$ cat src/rtl/uart_tx_arbiter_if.sv
// Bundle of the requester-side and uart_tx-side signals of uart_tx_arbiter.
// slave is the arbiter's view, master is the view of whoever drives the
// requesters and models uart_tx.
interface uart_tx_arbiter_if #(
  parameter int NREQ = 4
);
  localparam int IDW = $clog2(NREQ);

  logic              en_i;
  logic [NREQ-1:0]   req_i;
  logic [8*NREQ-1:0] data_i;
  logic [NREQ-1:0]   gnt_o;
  logic              busy_o;
  logic              done_o;
  logic [IDW-1:0]    done_id_o;
  logic [1:0]        done_status_o;
  logic              tx_start_o;
  logic [7:0]        tx_data_o;
  logic              tx_done_i;
  logic              tx_err_i;

  modport slave (
    input  en_i, req_i, data_i, tx_done_i, tx_err_i,
    output gnt_o, busy_o, done_o, done_id_o, done_status_o, tx_start_o, tx_data_o
  );

  modport master (
    output en_i, req_i, data_i, tx_done_i, tx_err_i,
    input  gnt_o, busy_o, done_o, done_id_o, done_status_o, tx_start_o, tx_data_o
  );
endinterface

$ cat src/rtl/uart_tx_arbiter.sv
// Round-robin scheduler sharing one uart_tx among NREQ byte producers.
// Latches the winner's byte, runs the tx_start/tx_done four-phase handshake
// against the synchronised baud-domain tx_done/tx_err, and reports a
// per-transfer status (00 ok, 01 uart error, 10 watchdog timeout).
//
// state     | meaning
// ----------+--------------------------------------------------------
// S_IDLE    | no transfer; grant when enabled, requested, done_s low
// S_SEND    | tx_start high with byte held; wait for done_s or timeout
// S_RELEASE | tx_start low; wait for done_s to drop or timeout
module uart_tx_arbiter #(
  parameter int NREQ        = 4,
  parameter int TIMEOUT     = 262143,
  parameter int SYNC_STAGES = 2
) (
  input logic              clk_i,
  input logic              rst_i,
  uart_tx_arbiter_if.slave bus
);
  localparam int IDW = $clog2(NREQ);
  // A zero TIMEOUT still needs a one-bit timer so the code stays legal.
  localparam int TW  = (TIMEOUT > 0) ? $clog2(TIMEOUT + 1) : 1;
  localparam logic [TW-1:0]  T_LAST   = TW'((TIMEOUT > 0) ? TIMEOUT - 1 : 0);
  localparam logic [IDW-1:0] LAST_RST = IDW'(NREQ - 1);

  typedef enum logic [1:0] {
    S_IDLE    = 2'd0,
    S_SEND    = 2'd1,
    S_RELEASE = 2'd2
  } state_t;

  state_t           state_q, state_nxt;
  logic [TW-1:0]    timer_q, timer_nxt, timer_inc;
  logic [IDW-1:0]   last_q, last_nxt;
  logic [IDW-1:0]   id_q, id_nxt;
  logic [1:0]       sts_q, sts_nxt;
  logic [NREQ-1:0]  gnt_q, gnt_nxt;
  logic             start_q, start_nxt;
  logic [7:0]       data_q, data_nxt;
  logic             done_q, done_nxt;
  logic [IDW-1:0]   done_id_q, done_id_nxt;
  logic [1:0]       done_sts_q, done_sts_nxt;
  logic             busy_q;

  logic [SYNC_STAGES-1:0] done_sync, err_sync;
  logic                   done_s, err_s;

  logic             found;
  logic [IDW-1:0]   winner;
  logic [IDW-1:0]   scan_idx;
  logic [IDW+2:0]   byte_lsb;
  logic             timer_hit;

  // Bring tx_done/tx_err from the baud domain through flop chains.
  always_ff @(posedge clk_i or negedge rst_i) begin
    if (!rst_i) begin
      done_sync <= '0;
      err_sync  <= '0;
    end else begin
      done_sync <= {done_sync[SYNC_STAGES-2:0], bus.tx_done_i};
      err_sync  <= {err_sync[SYNC_STAGES-2:0], bus.tx_err_i};
    end
  end

  assign done_s = done_sync[SYNC_STAGES-1];
  assign err_s  = err_sync[SYNC_STAGES-1];

  // Round-robin pick: first requester found scanning upward from last+1.
  always_comb begin
    found    = 1'b0;
    winner   = '0;
    scan_idx = '0;
    for (int i = 1; i <= NREQ; i++) begin
      scan_idx = IDW'((int'(last_q) + i) % NREQ);
      if (!found && bus.req_i[scan_idx]) begin
        found  = 1'b1;
        winner = scan_idx;
      end
    end
  end

  assign byte_lsb  = {winner, 3'b000};
  assign timer_inc = (timer_q == '1) ? timer_q : timer_q + 1'b1;
  assign timer_hit = (TIMEOUT != 0) && (timer_q == T_LAST);

  // Next-state and registered-output decode.
  always_comb begin
    state_nxt    = state_q;
    timer_nxt    = timer_q;
    last_nxt     = last_q;
    id_nxt       = id_q;
    sts_nxt      = sts_q;
    gnt_nxt      = '0;
    start_nxt    = start_q;
    data_nxt     = data_q;
    done_nxt     = 1'b0;
    done_id_nxt  = done_id_q;
    done_sts_nxt = done_sts_q;

    case (state_q)
      S_IDLE: begin
        // A done_s still high here is stale or stuck; granting now would
        // let the next SEND complete instantly on the old handshake.
        if (bus.en_i && found && !done_s) begin
          gnt_nxt[winner] = 1'b1;
          data_nxt        = bus.data_i[byte_lsb +: 8];
          id_nxt          = winner;
          last_nxt        = winner;
          sts_nxt         = 2'b00;
          start_nxt       = 1'b1;
          timer_nxt       = '0;
          state_nxt       = S_SEND;
        end
      end

      S_SEND: begin
        timer_nxt = timer_inc;
        if (done_s) begin
          sts_nxt   = err_s ? 2'b01 : 2'b00;
          start_nxt = 1'b0;
          timer_nxt = '0;
          state_nxt = S_RELEASE;
        end else if (timer_hit) begin
          sts_nxt   = 2'b10;
          start_nxt = 1'b0;
          timer_nxt = '0;
          state_nxt = S_RELEASE;
        end
      end

      S_RELEASE: begin
        timer_nxt = timer_inc;
        if (!done_s || timer_hit) begin
          done_nxt     = 1'b1;
          done_id_nxt  = id_q;
          // A clean SEND that never sees tx_done drop is still a timeout.
          done_sts_nxt = (done_s && sts_q == 2'b00) ? 2'b10 : sts_q;
          timer_nxt    = '0;
          state_nxt    = S_IDLE;
        end
      end

      default: begin
        start_nxt = 1'b0;
        state_nxt = S_IDLE;
      end
    endcase
  end

  // State and output registers; reset aborts any transfer silently.
  always_ff @(posedge clk_i or negedge rst_i) begin
    if (!rst_i) begin
      state_q    <= S_IDLE;
      timer_q    <= '0;
      last_q     <= LAST_RST;
      id_q       <= '0;
      sts_q      <= 2'b00;
      gnt_q      <= '0;
      start_q    <= 1'b0;
      data_q     <= '0;
      done_q     <= 1'b0;
      done_id_q  <= '0;
      done_sts_q <= 2'b00;
      busy_q     <= 1'b0;
    end else begin
      state_q    <= state_nxt;
      timer_q    <= timer_nxt;
      last_q     <= last_nxt;
      id_q       <= id_nxt;
      sts_q      <= sts_nxt;
      gnt_q      <= gnt_nxt;
      start_q    <= start_nxt;
      data_q     <= data_nxt;
      done_q     <= done_nxt;
      done_id_q  <= done_id_nxt;
      done_sts_q <= done_sts_nxt;
      busy_q     <= (state_nxt != S_IDLE);
    end
  end

  assign bus.gnt_o         = gnt_q;
  assign bus.busy_o        = busy_q;
  assign bus.done_o        = done_q;
  assign bus.done_id_o     = done_id_q;
  assign bus.done_status_o = done_sts_q;
  assign bus.tx_start_o    = start_q;
  assign bus.tx_data_o     = data_q;
endmodule

$ cat src/flat_wrapper.sv
// flat-port wrapper written by rule: the top's interface ports become plain ports
module uart_tx_arbiter_flat 
#(
  parameter int NREQ        = 4,
  parameter int TIMEOUT     = 262143,
  parameter int SYNC_STAGES = 2
)
  (clk_i, rst_i, bus_en_i, bus_req_i, bus_data_i, bus_tx_done_i, bus_tx_err_i, bus_gnt_o, bus_busy_o, bus_done_o, bus_done_id_o, bus_done_status_o, bus_tx_start_o, bus_tx_data_o);
  uart_tx_arbiter_if #(.NREQ(NREQ)) bus_i ();
  input logic clk_i;
  input logic rst_i;
  input wire logic [$bits(bus_i.en_i)-1:0] bus_en_i;
  input wire logic [$bits(bus_i.req_i)-1:0] bus_req_i;
  input wire logic [$bits(bus_i.data_i)-1:0] bus_data_i;
  input wire logic [$bits(bus_i.tx_done_i)-1:0] bus_tx_done_i;
  input wire logic [$bits(bus_i.tx_err_i)-1:0] bus_tx_err_i;
  output wire logic [$bits(bus_i.gnt_o)-1:0] bus_gnt_o;
  output wire logic [$bits(bus_i.busy_o)-1:0] bus_busy_o;
  output wire logic [$bits(bus_i.done_o)-1:0] bus_done_o;
  output wire logic [$bits(bus_i.done_id_o)-1:0] bus_done_id_o;
  output wire logic [$bits(bus_i.done_status_o)-1:0] bus_done_status_o;
  output wire logic [$bits(bus_i.tx_start_o)-1:0] bus_tx_start_o;
  output wire logic [$bits(bus_i.tx_data_o)-1:0] bus_tx_data_o;
  assign bus_i.en_i = bus_en_i;
  assign bus_i.req_i = bus_req_i;
  assign bus_i.data_i = bus_data_i;
  assign bus_i.tx_done_i = bus_tx_done_i;
  assign bus_i.tx_err_i = bus_tx_err_i;
  assign bus_gnt_o = bus_i.gnt_o;
  assign bus_busy_o = bus_i.busy_o;
  assign bus_done_o = bus_i.done_o;
  assign bus_done_id_o = bus_i.done_id_o;
  assign bus_done_status_o = bus_i.done_status_o;
  assign bus_tx_start_o = bus_i.tx_start_o;
  assign bus_tx_data_o = bus_i.tx_data_o;
  uart_tx_arbiter #(.NREQ(NREQ), .TIMEOUT(TIMEOUT), .SYNC_STAGES(SYNC_STAGES)) u_core (.clk_i(clk_i), .rst_i(rst_i), .bus(bus_i));
endmodule
$ cat config.mk
export PLATFORM = sky130hd
export DESIGN_NAME = uart_tx_arbiter_flat
export DESIGN_NICKNAME = d
export VERILOG_FILES = /design/src/rtl/uart_tx_arbiter_if.sv /design/src/rtl/uart_tx_arbiter.sv /design/src/flat_wrapper.sv
export SDC_FILE = /design/constraint.sdc
export NUM_CORES = 1
export LEC_CHECK = 0
export ABC_AREA = 1
export CAP_MARGIN = 10
export CORE_MARGIN = 3
export CORE_UTILIZATION = 45
export CTS_CLUSTER_DIAMETER = 50
export DETAILED_ROUTE_END_ITERATION = 8
export DONT_BUFFER_PORTS = 1
export GPL_TIMING_DRIVEN = 0
export HOLD_SLACK_MARGIN = 0.03
export PLACE_DENSITY = 0.59
export SYNTH_ARGS = -nofsm -noshare
export SYNTH_HDL_FRONTEND = slang
export SYNTH_SLANG_ARGS = --single-unit
$ cat constraint.sdc
create_clock -name clk_i -period 2.5 [get_ports clk_i]
set_input_delay 0.125 -clock clk_i [delete_from_list [all_inputs] [get_ports clk_i]]
set_output_delay 0.125 -clock clk_i [all_outputs]
set_load 0.02 [all_outputs]
Word-level counts from Yosys, hierarchy flattened
Cells that the tools add are included.
{"block": "totals", "out_inout_bits": 19, "inputBits": 41, "elab_cells": 98, "ff_bits": 49}
{"block": "op_classes", "bitwise": 1, "n_eq_ne": 6, "muxes": 43, "shift": 1, "addsub": 5, "order_cmp": 6, "reduce_logical": 22}
{"op": "$mux W18", "count": 5}
{"op": "$pmux W18 S3", "count": 1}
{"op": "$eq A18 B18 Y1 const B", "count": 2}
{"op": "$shiftx A32 B6 Y8", "count": 1}
{"op": "$mux W2", "count": 12}
{"op": "$add A18 B1 Y18 const B", "count": 1}
{"op": "$lt A2 B3 Y1 const B", "count": 5}
{"op": "$mux W1", "count": 15}
{"op": "$bmux W1 S2", "count": 4}
{"op": "$mux W4", "count": 2}
{"op": "$logic_and A1 B1 Y1", "count": 7}
{"op": "$pmux W2 S3", "count": 1}
{"op": "$reduce_and A2 Y1", "count": 3}
{"op": "$reduce_and A3 Y1", "count": 2}
{"op": "$add A2 B1 Y2 const B", "count": 2}
{"op": "$add A2 B2 Y2 const B", "count": 2}
{"op": "$logic_not A1 Y1", "count": 4}
{"op": "$logic_not A2 Y1", "count": 2}
{"op": "$pmux W2 S2", "count": 1}
{"op": "$reduce_bool A2 Y1", "count": 2}
{"op": "$ne A3 B1 Y1 const B", "count": 1}
{"op": "$pmux W1 S3", "count": 1}
{"op": "$reduce_bool A3 Y1", "count": 1}
{"op": "$demux W1 S2", "count": 1}
{"op": "6 further kinds", "count": 6}

Logic depth before layout (Yosys ltp)
{"block": "depth", "depth_word": 19, "ltp_mapped": 17, "depth_no_buf": 15}

Worst setup path before layout
OpenSTA, ideal clock, no wires.
{"block": "synth_timing", "path_type": "reg-to-reg", "start": "register u_core.last_q[0]", "end": "register u_core.data_q[7], in the netlist u_core.bus.tx_data_o[7]", "period_less_slack_ns": 1.885, "setup_time_ns": 0.125, "t_arrival_ns": 1.761, "stages_incl_launch_ff": 15, "slack_ns": 0.615, "n_path_buf": 2, "required_ns": 2.375, "cell_sequence": "dfstp_2 > buf_6 > inv_4 > nand2_2 > nand2_1 > nand2_1 > nand2_2 > nor2_8 > nand3_4 > nand2_4 > nand2_4 > buf_6 > or2_1 > nand3_1 > nand3_1"}
{"block": "synth_via", "elab_chain_cells": 16, "word_cells_on_any_way": 30, "cone_classes": "add/sub: 4; shift: 1; mux: 16; reduce/logical: 9"}
{"item": "from (decl)", "line_no": "uart_tx_arbiter.sv:34", "source": "logic [IDW-1:0] last_q, last_nxt;"}
{"item": "from (signal assigned)", "line_no": "uart_tx_arbiter.sv:168", "source": "last_q <= last_nxt;"}
{"item": "branches (longest 16 deep; another with $add A2 B1 Y2)"}
{"item": "to (signal assigned)", "line_no": "uart_tx_arbiter.sv:173", "source": "data_q <= data_nxt;"}
{"item": "to (decl)", "line_no": "uart_tx_arbiter.sv:39", "source": "logic [7:0] data_q, data_nxt;"}
Several ways; the timed one is not identified. The select of a mux whose other input is x is not followed.
A chain may end at the register's enable or synchronous reset.

Final worst setup path
Ends and elaborated chain as after synthesis.

==> metrics.log <==
[metrics] Mapped Avg Cell Area: ~6.8 um^2
[metrics] Skew-Pair Late Insertion Delay: 0.31 ns
[metrics] violation count after the first detailed-route iteration: 183
[metrics] clock tree skew after final layout: 0.00765 ns
[metrics] Final GP Congestion: between 0.9 and 1
[metrics] via count of the first global-routing pass: 2,998
[metrics] # H-tree levels: 2
[metrics] WS Path Type: register to register
[metrics] headroom to the max-slew limit: 61.8%
[metrics] dominant synthesized flop cell: dfrtp_1
[metrics] Max rail drop VDD: 632 uV
[metrics] Post-Place Cell Area: 3530 um^2
[metrics] net count after synthesis: around 550
[metrics] Yosys warnings: 0
[metrics] endpoints failing hold: 0
[metrics] cell chosen for the clock root: clkbuf_8
[metrics] switching part of the total power: around 50%
[metrics] final setup violation count: 0
[metrics] final HPWL from detailed placement: 6300 um
[metrics] remaining antenna violation count: 0
[metrics] slew at the pin with the worst max-slew slack: between 0.5 and 0.6 ns
[metrics] Overall Global Routing Usage: about a fifth
[metrics] detail-routed via count per cell: approximately 5.2
[metrics] final std cell area, no fill: 3690 um^2
[metrics] initial antenna violation count: 0
[metrics] post-route minimum period: ~2.2 ns
[metrics] sort of element at the end of the critical path: register
[metrics] Initial Utilization: a little under half
[metrics] Die Wd: between 90 and 100 um
[metrics] number of cells after detailed placement: 600
[metrics] final non-filler cell total: 611
[metrics] FF+latch count, synth: 49
[metrics] top area cells in the synthesized netlist: dfrtp_1, nand2_1, nand3_1
[metrics] Worst Path Required: 2.75 ns
[metrics] total clock buffers created by CTS: 5
[metrics] highest net fanout along the worst path: 10
[metrics] number of distinct library cells after synthesis: 33
[metrics] HP Class: primary input to register
[metrics] clock network fraction of total power: about 14%
[metrics] utilization of the core after routing: about 51%
[metrics] area of the mapped netlist: 3400 um^2
[metrics] result of the run: completed
[metrics] leading post-synthesis cells by instance count: nand2_1, nand3_1, inv_1
[metrics] Slew Limit Fails: 0
[metrics] Worst setup SP type: register
[metrics] Detailed Route WL: 8500 um
[metrics] part of the power in registers: between 30% and 40%
[metrics] wire length of the first global-routing pass: 14,400 um
[metrics] Congestion Overflow GR: 0
[metrics] unrepaired setup endpoints after global routing: false
[metrics] DRC errors left: 0
[metrics] total leakage power: between 1.5 and 2 nW
[metrics] area of the die: about 8600 um^2
[metrics] die height: 93.0 um
[metrics] dominant cell by count in the synthesized netlist: nand2_1
[metrics] P&R area growth vs syn: 8.53%
[metrics] setup tns final: 0 ns
[metrics] cell internal pwr: between 2 and 2.5 mW
[metrics] Routed WL per cell: between 10 and 15 um
[metrics] Worst-path clk slew: 0.10 ns
[metrics] Layout fillers: 781
[metrics] synthesized netlist cell count: ~500
[metrics] part of the Yosys area used for sequential elements: 36.1%
[metrics] overall via count from detail_route: between 3,000 and 4,000
[metrics] share of synthesized registers carrying an async set or reset: 100%
[metrics] largest net degree at the start of global routing: 50
[metrics] number of buffer cells added on primary ports: 0
[metrics] number of buffers inserted to repair setup after CTS: 0
[metrics] Core ar.: 7290 um^2
[metrics] total of cells resized after clock tree synthesis: 0
[metrics] crit path DAT: around 2.5 ns
[metrics] switching power of the nets: ~2.1 mW
[metrics] sum of internal, switching and leakage power: between 4 and 5 mW
[metrics] CTS tree: done
[metrics] total of max-cap violations: 0
[metrics] fraction of layout instances using a drive strength above 1: 9.18%
[metrics] Clock Sink Count: 49
[metrics] standard-cell row count: 31
[metrics] Top-Level Pins: 60
[metrics] buffers from clock root to sink, at most: 2
[metrics] detailed-routing iteration count for the pre-antenna-repair pass: 4
[metrics] share of Yosys cell area claimed by the top area cell type: 34.5%
[metrics] Post-synth EDFFs: 0
[metrics] combinational power share: between 50% and 60%
[metrics] post-route fraction of the period consumed by the critical path: between 80% and 90%
[metrics] number of antenna diodes: 0
[metrics] final layout net count: 558
[metrics] P per Cell Area: approximately 1100 nW/um^2
[metrics] Max Fclk: 0.448 GHz
[metrics] Yosys top cell by area: dfrtp_1
[logic make-up after synthesis]
kind of cell | after synthesis | synth area share, %
AND/OR/NAND/NOR | 323 | 44.1
buffers and inverters | 81 | 10.1
flip-flops | 49 | 36.1
AO/OA/AOI/OAI | 34 | 5.37
XOR/XNOR | 8 | 2.06
adder cells (fa/ha/maj) | 6 | 2.21
[final timing paths]
kind | slack [ns] | to | startpoint | cells past startpoint
max in group asynchronous | 1.89 | u_core.last_q[1] | rst_i | 2
min in group asynchronous | 0.34 | u_core.err_sync[0] | rst_i | 2
min | 0.04 | u_core.bus.tx_data_o[0] | bus_data_i[0] | 3
min reg2reg | 0.37 | u_core.done_sync[1] | u_core.done_sync[0] | 0
max reg2reg | 0.27 | u_core.bus.tx_data_o[7] | u_core.last_q[0] | 13
max | 0.27 | u_core.bus.tx_data_o[7] | u_core.last_q[0] | 13
[area by class of cell]
type,count,area [um^2],area share (%)
buffer,15,95.1,2.57
clock buffer,5,68.8,1.86
clock inverter,3,43.8,1.19
inverter,65,246,6.67
multi-input combinational,371,1830,49.5
sequential,49,1230,33.3
tap,99,124,3.35
timing repair buffer,4,57.6,1.56
[what timing repair did]
action	CTS	global route
hold buffers	4	0
endpoints found under the hold margin	51	0
endpoints found under the setup margin	0	4
[power by group through the flow]
stage / Clock [mW] / Combinational [mW] / Sequential [mW]
3_3_place_gp: 0 / 2.16 / 1.34
5_1_grt: 0.635 / 2.50 / 1.35
2_1_floorplan: 0 / 1.72 / 1.29
6_report: 0.587 / 2.20 / 1.32
3_5_place_dp: 0 / 2.19 / 1.34
4_1_cts: 0.602 / 2.22 / 1.33
[metal layers]
| layer | vias up | global-route usage [%] | wire [um] |
|---|---|---|---|
| met5 | - | 0 | 0 |
| met4 | 0 | 6.59 | 121 |
| met3 | 10 | 3.94 | 474 |
| met2 | 90 | 34.1 | 4060 |
| met1 | 1423 | 27.3 | 3850 |
| li1 | 1624 | - | - |
[layout by cell type, fill, tap and decap left out, types with 2 or more instances in the layout]
cell type,netlist,layout
dlygate4sd3_1,0,3
o21bai_1,2,2
nand4_1,15,15
o21ai_0,21,21
xor2_1,7,7
nor2_2,4,4
buf_6,4,4
buf_2,4,4
clkbuf_8,0,5
or2_1,11,11
ha_1,6,6
nand2_4,4,4
nand2_2,7,7
dfstp_2,2,2
a21oi_1,5,5
inv_1,59,59
clkbuf_1,7,6
nor2_1,19,19
inv_2,4,4
nand2_1,163,163
o21ai_1,4,4
nand3_1,85,85
a21oi_2,2,2
nor3_1,9,9
dfrtp_1,47,47
[sequential cells by signal, summed over array words and instances, names as in the netlist]
register                  count
u_core.timer_q               18
u_core.bus.tx_data_o          8
u_core.bus.gnt_o              4
u_core.bus.done_id_o          2
u_core.bus.done_status_o      2
u_core.done_sync              2
u_core.err_sync               2
u_core.id_q                   2
u_core.last_q                 2
u_core.state_q                2
u_core.sts_q                  2
u_core.bus.busy_o             1
u_core.bus.done_o             1
u_core.bus.tx_start_o         1
[through the flow]
stage / setup WS [ns] / hold slack, ns
3_3_place_gp: 0.265 / -0.170
2_1_floorplan: 0.615 / -0.171
6_report: 0.267 / 0.0359
4_1_cts: 0.205 / 0.0345
5_1_grt: 0.0270 / 0.0322
3_5_place_dp: 0.247 / -0.169
[worst max-delay path: stages, from the launching register on]
cell,delay (ns)
dfstp_2,0.54
buf_6,0.12
inv_4,0.07
nand2_2,0.07
nand2_1,0.05
nand2_1,0.09
nand2_2,0.10
nor2_8,0.14
nand2_1,0.06
nor2_1,0.14
a21oi_1,0.13
nor2_1,0.44
nand3_1,0.14
nand3_1,0.09
Power figures use the tool's default switching activity.
